**config.mk**
```make
export PLATFORM = sky130hd
export DESIGN_NAME = mm_rd_arbiter
export DESIGN_NICKNAME = d
export VERILOG_FILES = /design/src/rtl/mm_rd_arb_pkg.sv /design/src/rtl/mm_rd_credit.sv /design/src/rtl/mm_rd_arbiter.sv
export SDC_FILE = /design/constraint.sdc
export NUM_CORES = 1
export LEC_CHECK = 0
export ABC_AREA = 1
export BUFFER_PORTS_ARGS = -buffer_cell sky130_fd_sc_hd__buf_2
export CORE_AREA = 3 3 455 457
export CTS_CLUSTER_DIAMETER = 200
export DETAILED_ROUTE_END_ITERATION = 7
export DIE_AREA = 0 0 458 460
export SLEW_MARGIN = 20
export SYNTH_ARGS = -nofsm -noshare
export SYNTH_HDL_FRONTEND = slang
export SYNTH_SLANG_ARGS = --single-unit
```
**constraint.sdc**
```tcl
create_clock -name clk -period 2 [get_ports clk]
set_input_delay 0 -clock clk [delete_from_list [all_inputs] [get_ports clk]]
set_output_delay 0 -clock clk [all_outputs]
set_load 0.1 [all_outputs]
```
**src/rtl/mm_rd_arb_pkg.sv**
```systemverilog
// mm_rd_arb_pkg: shared types for the matrix-multiply read-port arbiter.
//   arb_state_e : arbitration / drain FSM encoding
//   RQ_VEC1/2   : requester IDs carried in the top mdata bit
package mm_rd_arb_pkg;

  typedef enum logic [1:0] {
    ST_ARB     = 2'd0,
    ST_DRAIN   = 2'd1,
    ST_DRAINED = 2'd2
  } arb_state_e;

  localparam logic RQ_VEC1 = 1'b0;
  localparam logic RQ_VEC2 = 1'b1;

endpackage

```
**src/rtl/mm_rd_credit.sv**
```systemverilog
// mm_rd_credit: per-requester outstanding-read counter.
//   clk, rst  : clock, synchronous active-high reset
//   inc       : a read was granted this cycle
//   dec       : a response for this requester arrived this cycle
//   count     : reads in flight (saturates at 0 and MAX_OUTSTANDING)
//   full      : count == MAX_OUTSTANDING, requester must be masked
//   empty     : count == 0
//   underflow : response arrived while nothing was outstanding
module mm_rd_credit #(
  parameter int MAX_OUTSTANDING = 32,
  localparam int CW = $clog2(MAX_OUTSTANDING + 1)
) (
  input  logic          clk,
  input  logic          rst,
  input  logic          inc,
  input  logic          dec,
  output logic [CW-1:0] count,
  output logic          full,
  output logic          empty,
  output logic          underflow
);

  assign full      = (count == CW'(MAX_OUTSTANDING));
  assign empty     = (count == '0);
  assign underflow = dec & empty;

  // Simultaneous inc/dec cancel; otherwise move one step, never wrapping.
  always_ff @(posedge clk) begin
    if (rst)
      count <= '0;
    else if (inc && !dec && !full)
      count <= count + CW'(1);
    else if (dec && !inc && !empty)
      count <= count - CW'(1);
  end

endmodule

```
**src/rtl/mm_rd_arbiter.sv**
```systemverilog
// mm_rd_arbiter: shares one CCI read channel between the vec1 (ID 0) and
// vec2 (ID 1) fetch streams. Round-robin grant, per-requester credit limit,
// responses routed back by mdata[MDATA-1], drain handshake for phase changes.
//   rqK_valid/addr/tag/ready : requester K request handshake (ready is comb)
//   rd_req_*                 : registered CCI read request
//   rd_rsp_*                 : CCI read response
//   rspK_valid, rsp_tag/data : registered routed response (tag/data shared)
//   drain / drained          : stop grants / all reads returned
//   rsp_err                  : sticky, response with nothing outstanding
// Optional: define MM_RD_ARB_STATS_EN to add grant_cnt0/1 and stall_cnt.
module mm_rd_arbiter
  import mm_rd_arb_pkg::*;
#(
  parameter int ADDR_LMT        = 20,
  parameter int MDATA           = 14,
  parameter int CACHE_WIDTH     = 512,
  parameter int MAX_OUTSTANDING = 32
) (
  input  logic                   clk,
  input  logic                   rst,
  input  logic                   rq0_valid,
  input  logic                   rq1_valid,
  input  logic [ADDR_LMT-1:0]    rq0_addr,
  input  logic [ADDR_LMT-1:0]    rq1_addr,
  input  logic [MDATA-2:0]       rq0_tag,
  input  logic [MDATA-2:0]       rq1_tag,
  output logic                   rq0_ready,
  output logic                   rq1_ready,
  output logic [ADDR_LMT-1:0]    rd_req_addr,
  output logic [MDATA-1:0]       rd_req_mdata,
  output logic                   rd_req_en,
  input  logic                   rd_req_almostfull,
  input  logic                   rd_rsp_valid,
  input  logic [MDATA-1:0]       rd_rsp_mdata,
  input  logic [CACHE_WIDTH-1:0] rd_rsp_data,
  output logic                   rsp0_valid,
  output logic                   rsp1_valid,
  output logic [MDATA-2:0]       rsp_tag,
  output logic [CACHE_WIDTH-1:0] rsp_data,
  input  logic                   drain,
  output logic                   drained,
`ifdef MM_RD_ARB_STATS_EN
  output logic [31:0]            grant_cnt0,
  output logic [31:0]            grant_cnt1,
  output logic [31:0]            stall_cnt,
`endif
  output logic                   rsp_err
);

  localparam int CW = $clog2(MAX_OUTSTANDING + 1);

  arb_state_e           state, state_nxt;
  logic                 arb_open;
  logic                 last;
  logic                 elig0, elig1, grant, rsp_id;
  logic [1:0]           inc, dec, full, empty, underflow;
  logic [1:0][CW-1:0]   cnt;
  logic                 unused_cnt;

  // ---------------- credit counters ----------------
  assign rsp_id = rd_rsp_mdata[MDATA-1];
  assign inc    = {rq1_ready, rq0_ready};
  assign dec    = {rd_rsp_valid & rsp_id, rd_rsp_valid & ~rsp_id};

  for (genvar k = 0; k < 2; k++) begin : g_cred
    mm_rd_credit #(.MAX_OUTSTANDING(MAX_OUTSTANDING)) u_credit (
      .clk       (clk),
      .rst       (rst),
      .inc       (inc[k]),
      .dec       (dec[k]),
      .count     (cnt[k]),
      .full      (full[k]),
      .empty     (empty[k]),
      .underflow (underflow[k])
    );
  end

  // Counts are kept as a debug tap; control uses the full/empty flags.
  assign unused_cnt = ^cnt;

  // ---------------- arbitration ----------------
  // drain is also gated directly so no grant slips out in the cycle it rises.
  always_comb begin
    elig0     = arb_open & ~drain & ~rd_req_almostfull & rq0_valid & ~full[0];
    elig1     = arb_open & ~drain & ~rd_req_almostfull & rq1_valid & ~full[1];
    // On a tie the requester that did not win last time goes.
    rq0_ready = elig0 & (~elig1 | last);
    rq1_ready = elig1 & (~elig0 | ~last);
    grant     = rq0_ready | rq1_ready;
  end

  // ---------------- drain FSM ----------------
  always_ff @(posedge clk) begin
    if (rst) state <= ST_ARB;
    else     state <= state_nxt;
  end

  always_comb begin
    state_nxt = state;
    case (state)
      ST_ARB:     if (drain) state_nxt = ST_DRAIN;
      ST_DRAIN:   if (!drain)       state_nxt = ST_ARB;
                  else if (&empty)  state_nxt = ST_DRAINED;
      ST_DRAINED: if (!drain) state_nxt = ST_ARB;
      default:    state_nxt = ST_ARB;
    endcase
  end

  always_comb begin
    arb_open = (state == ST_ARB);
    drained  = (state == ST_DRAINED);
  end

  // ---------------- request / response datapath ----------------
  always_ff @(posedge clk) begin
    if (rst) begin
      last         <= RQ_VEC2;
      rd_req_en    <= 1'b0;
      rd_req_addr  <= '0;
      rd_req_mdata <= '0;
      rsp0_valid   <= 1'b0;
      rsp1_valid   <= 1'b0;
      rsp_tag      <= '0;
      rsp_data     <= '0;
      rsp_err      <= 1'b0;
    end else begin
      rd_req_en <= grant;
      if (grant) begin
        last         <= rq1_ready;
        rd_req_addr  <= rq1_ready ? rq1_addr : rq0_addr;
        rd_req_mdata <= rq1_ready ? {RQ_VEC2, rq1_tag} : {RQ_VEC1, rq0_tag};
      end
      rsp0_valid <= dec[0];
      rsp1_valid <= dec[1];
      if (rd_rsp_valid) begin
        rsp_tag  <= rd_rsp_mdata[MDATA-2:0];
        rsp_data <= rd_rsp_data;
      end
      if (|underflow) rsp_err <= 1'b1;
    end
  end

`ifdef MM_RD_ARB_STATS_EN
  always_ff @(posedge clk) begin
    if (rst) begin
      grant_cnt0 <= '0;
      grant_cnt1 <= '0;
      stall_cnt  <= '0;
    end else begin
      if (rq0_ready) grant_cnt0 <= grant_cnt0 + 32'd1;
      if (rq1_ready) grant_cnt1 <= grant_cnt1 + 32'd1;
      if ((rq0_valid | rq1_valid) & ~grant) stall_cnt <= stall_cnt + 32'd1;
    end
  end
`endif

endmodule

```
==> flow_summary_export.csv <==
group,metric,value,unit
synthesis,ys_types,36,
route,avgViaCountPerCell,3.66,
floorplanning,placementRows,166,
final_layout,stdcell_count,7476,
critical_path,crit_start,"g_cred[0].u_credit.count[5]",
final_layout,final_common_cell,"buf_2",
critical_path,path_class,"flop to flop",
synthesis,synth_compound_area_share,16.2,%
sta,whs,0.0746,ns
synthesis,synth_edf_count,0,
pwr,power_leakage,19.1,nW
place,hpwl,135000,um
critical_path,critPathSlowestCell,"fa_2",
route,drc,0,
global_routing,met1_usage,14.9,%
route,wire_per_inst,23.0,um
route,routed_wirelength,172000,um
synthesis,syn_nets,3254,
critical_path,end_kind,"flop",
floorplanning,start_util,10.2,%
sta,rsz0062_at_grt,"yes",
cts,max-clock-path-buffers,3,
critical_path,crit_path_start_kind,"flop",
synthesis,synth_top_family_by_area,"simple AND/OR/NAND/NOR gates",
cts,clock_latency,0.72,ns
global_routing,overflow,0,
place,dpl_cell_area,29800,um^2
critical_path,critical_path.reg2reg.startpoint,"g_cred[0].u_credit.count[5]",
critical_path,cp.arrival,2.82,ns
place,portBuffers,1164,
synthesis,ys_async_sr_fraction,0,%
cts,cts_root_buf,"clkbuf_16",
final_layout,mostFrequentLayoutCells,"1161 x buf_2, 1093 x nor2_1, 871 x dlygate4sd3_1",
critical_path,crit_top_cell,"nand3_1",
route,antenna_left,0,
floorplanning,dieArea,211000,um^2
critical_path,r2r.worst_path.cells,12,
synthesis,synthSimpleGateAreaFrac,22.4,%
critical_path,max_stage_delay,0.37,ns
place,placed_cells,6354,
final_layout,area_growth,102,%
synthesis,ys_seq_elements,578,
synthesis,avgSynthCellArea,7.88,um^2
synthesis,synth_top_area_share,55.6,%
sta,setup_violations,7,
route,vias,27390,
synthesis,yosys.area_share.xor_xnor,0.252,%
run_status,status,"finished, violations left",
floorplanning,floorplan.io_pins,1165,
sta,hold_viol_final,0,
floorplanning,die_x,458,um
synthesis,yosys-top-cells-area,"dfxtp_1 56%, nor2_1 20%, o21ai_0 13%, o21ai_2 2.6%, clkbuf_1 2.4%",
global_routing,grt_pass1_wl,225000,um
sta,period_minus_slack,2.18,ns
sta,worst_slew_pin_slew,0.923,ns
pwr,finalPower,40.8,mW
sta,fin_ws,-0.177,ns
global_routing,gr-usage-met3,9.96,%
sta,tns,-0.761,ns
run_status,violations,"negative setup slack",
route,drt_first_pass_iters,5,
sta,fin_skew,0.0225,ns
final_layout,drive_above_1_share,32.3,%
global_routing,top_usage_layer,"met2",
route,dr.first_iter.drc_count,1358,
cts,cts_sinks,578,
final_layout,multiInputGateArea,8560,um^2
final_layout,regArea,11600,um^2
synthesis,synth_area,20800,um^2
sta,final_max_slew_viol_count,0,
synthesis,synthCells,2644,
final_layout,fill_cells,22367,
final_layout,design_area,42100,um^2
floorplanning,core_area,204000,um^2
cts,cts_tree,"built",
floorplanning,die_y,460,um
synthesis,synthAdderAreaFrac,0.733,%
sta,slew_headroom,38.4,%
pwr,power_density,969,nW/um^2
global_routing,grt.total_usage,15.5,%
global_routing,grt_start_max_net_pins,153,
critical_path,timing.rr.end,"g_cred[1].u_credit.count[4]",
cts,clk_pin_slew_worst_paths,0.06,ns
synthesis,ys_warn_count,0,
critical_path,required,2.64,ns
synthesis,synthMuxAreaShare,0,%
critical_path,ff2ff_setup_slack,-0.18,ns
cts,htree_levels,3,
critical_path,path_cells,"inv_1 -> nor2_2 -> nand3_1 -> nand3_2 -> nand3_4 -> buf_4 -> buf_6 -> fa_2 -> nand3_1 -> nand2_1 -> xnor2_2 -> a21oi_2",
job,drv_cap,0,
place,place_ws,-0.217,ns
sta,fmax,459,MHz
synthesis,synth_area_leader_cell,"dfxtp_1",
critical_path,timing.critical_path.to,"g_cred[1].u_credit.count[4]",
critical_path,path_max_fanout,5,
synthesis,ys_seq_area_share,55.6,%
place,finalWeightedCongestion,0.872,
synthesis,synth_ff_type,"dfxtp_1",
global_routing,grt_pass1_vias,27950,
sta,period_share,109,%
global_routing,grt_antenna_before_repair,143,
global_routing,met2_usage,24.3,%
final_layout,nNetsFinal,5244,
min_path,hp-class,"input port to flop",
final_layout,utilization,20.6,%
cts,cts_buffers,83,
pwr,ir_drop,0.652,mV
==> synth_stat cells, types with 5 or more instances <==
master / number
buf_2: 49
dfxtp_1: 578
o21ai_1: 5
nor2_1: 1106
a21oi_1: 10
inv_2: 6
nand2_1: 28
o21ai_0: 535
o21ai_2: 62
clkbuf_1: 131
nand4_1: 6
inv_1: 26
nand3_1: 40
nand3_2: 5
buf_6: 8
ha_1: 9
==> critical path: cells and delay by family (launching register included) <==
kind / cells / cell delay (ns)
buf+inv: 3 / 0.36
simple gates: 6 / 0.74
compound gates: 1 / 0.14
fa+ha+maj: 1 / 0.37
flops: 1 / 0.34
xor+xnor: 1 / 0.15
==> worst min-delay path by stage <==
stage | startpoint | end | slack (ns) | cells after the start
floorplan | rst | state[1] | 0.07 | 1
global placement | rd_rsp_data[367] | rsp_data[367] | 0.22 | 3
detailed placement | rd_rsp_data[383] | rsp_data[383] | 0.23 | 3
CTS | rq1_addr[15] | rd_req_addr[15] | 0.0002 | 4
global route | rd_rsp_data[66] | rsp_data[66] | 0.03 | 4
finish | rd_rsp_data[239] | rsp_data[239] | 0.07 | 4
==> power breakdown <==
group          total [mW]  switching (mW)  internal (mW)
Combinational        12.3            9.23           3.05
Clock                15.7            6.38           9.33
Sequential           12.8           0.427           12.4
==> sequential cells by signal, summed over array words and instances (netlist names) <==
signal,cells
rsp0_valid,1
rsp_err,1
rsp1_valid,1
rsp_tag,13
last,1
rsp_data,512
state,2
rd_req_mdata,14
rd_req_addr,20
rd_req_en,1
g_cred.u_credit.count,12
==> per-layer routing <==
layer / up-vias / routed length (um)
li1: 12641 / -
met1: 12694 / 58500
met2: 1513 / 74900
met3: 496 / 24800
met4: 46 / 13500
met5: - / 264
==> timing repair <==
item | in CTS | in global routing
hold buffers | 871 | 0
gates resized for setup | 49 | 37
endpoints found under the setup margin | 8 | 36
buffers inserted | 7 | 7
hold endpoints to repair | 577 | 0
gates cloned | 0 | 1
pin swaps | 12 | 39
==> kinds of logic (layout without fill, tap and decap cells) <==
family | count (synthesis) | count (layout)
xor gates and xnor gates | 6 | 6
AOI/OAI and AO/OA | 622 | 622
DFF | 578 | 578
adders and majority gates | 11 | 11
other | 0 | 90
buffers and inverters | 227 | 2281
and+or+nand+nor | 1200 | 1200
==> final cells by class <==
type,instances,share of cell area (%)
Antenna cell,90,0.535
Clock buffer,108,5.45
Clock inverter,41,1.37
Inverter,33,0.384
Multi-Input combinational cell,1839,20.3
Sequential cell,578,27.5
Tap cell,2688,7.99
Timing Repair Buffer,2099,36.4
No activity file was read; power rests on OpenSTA's default activity.
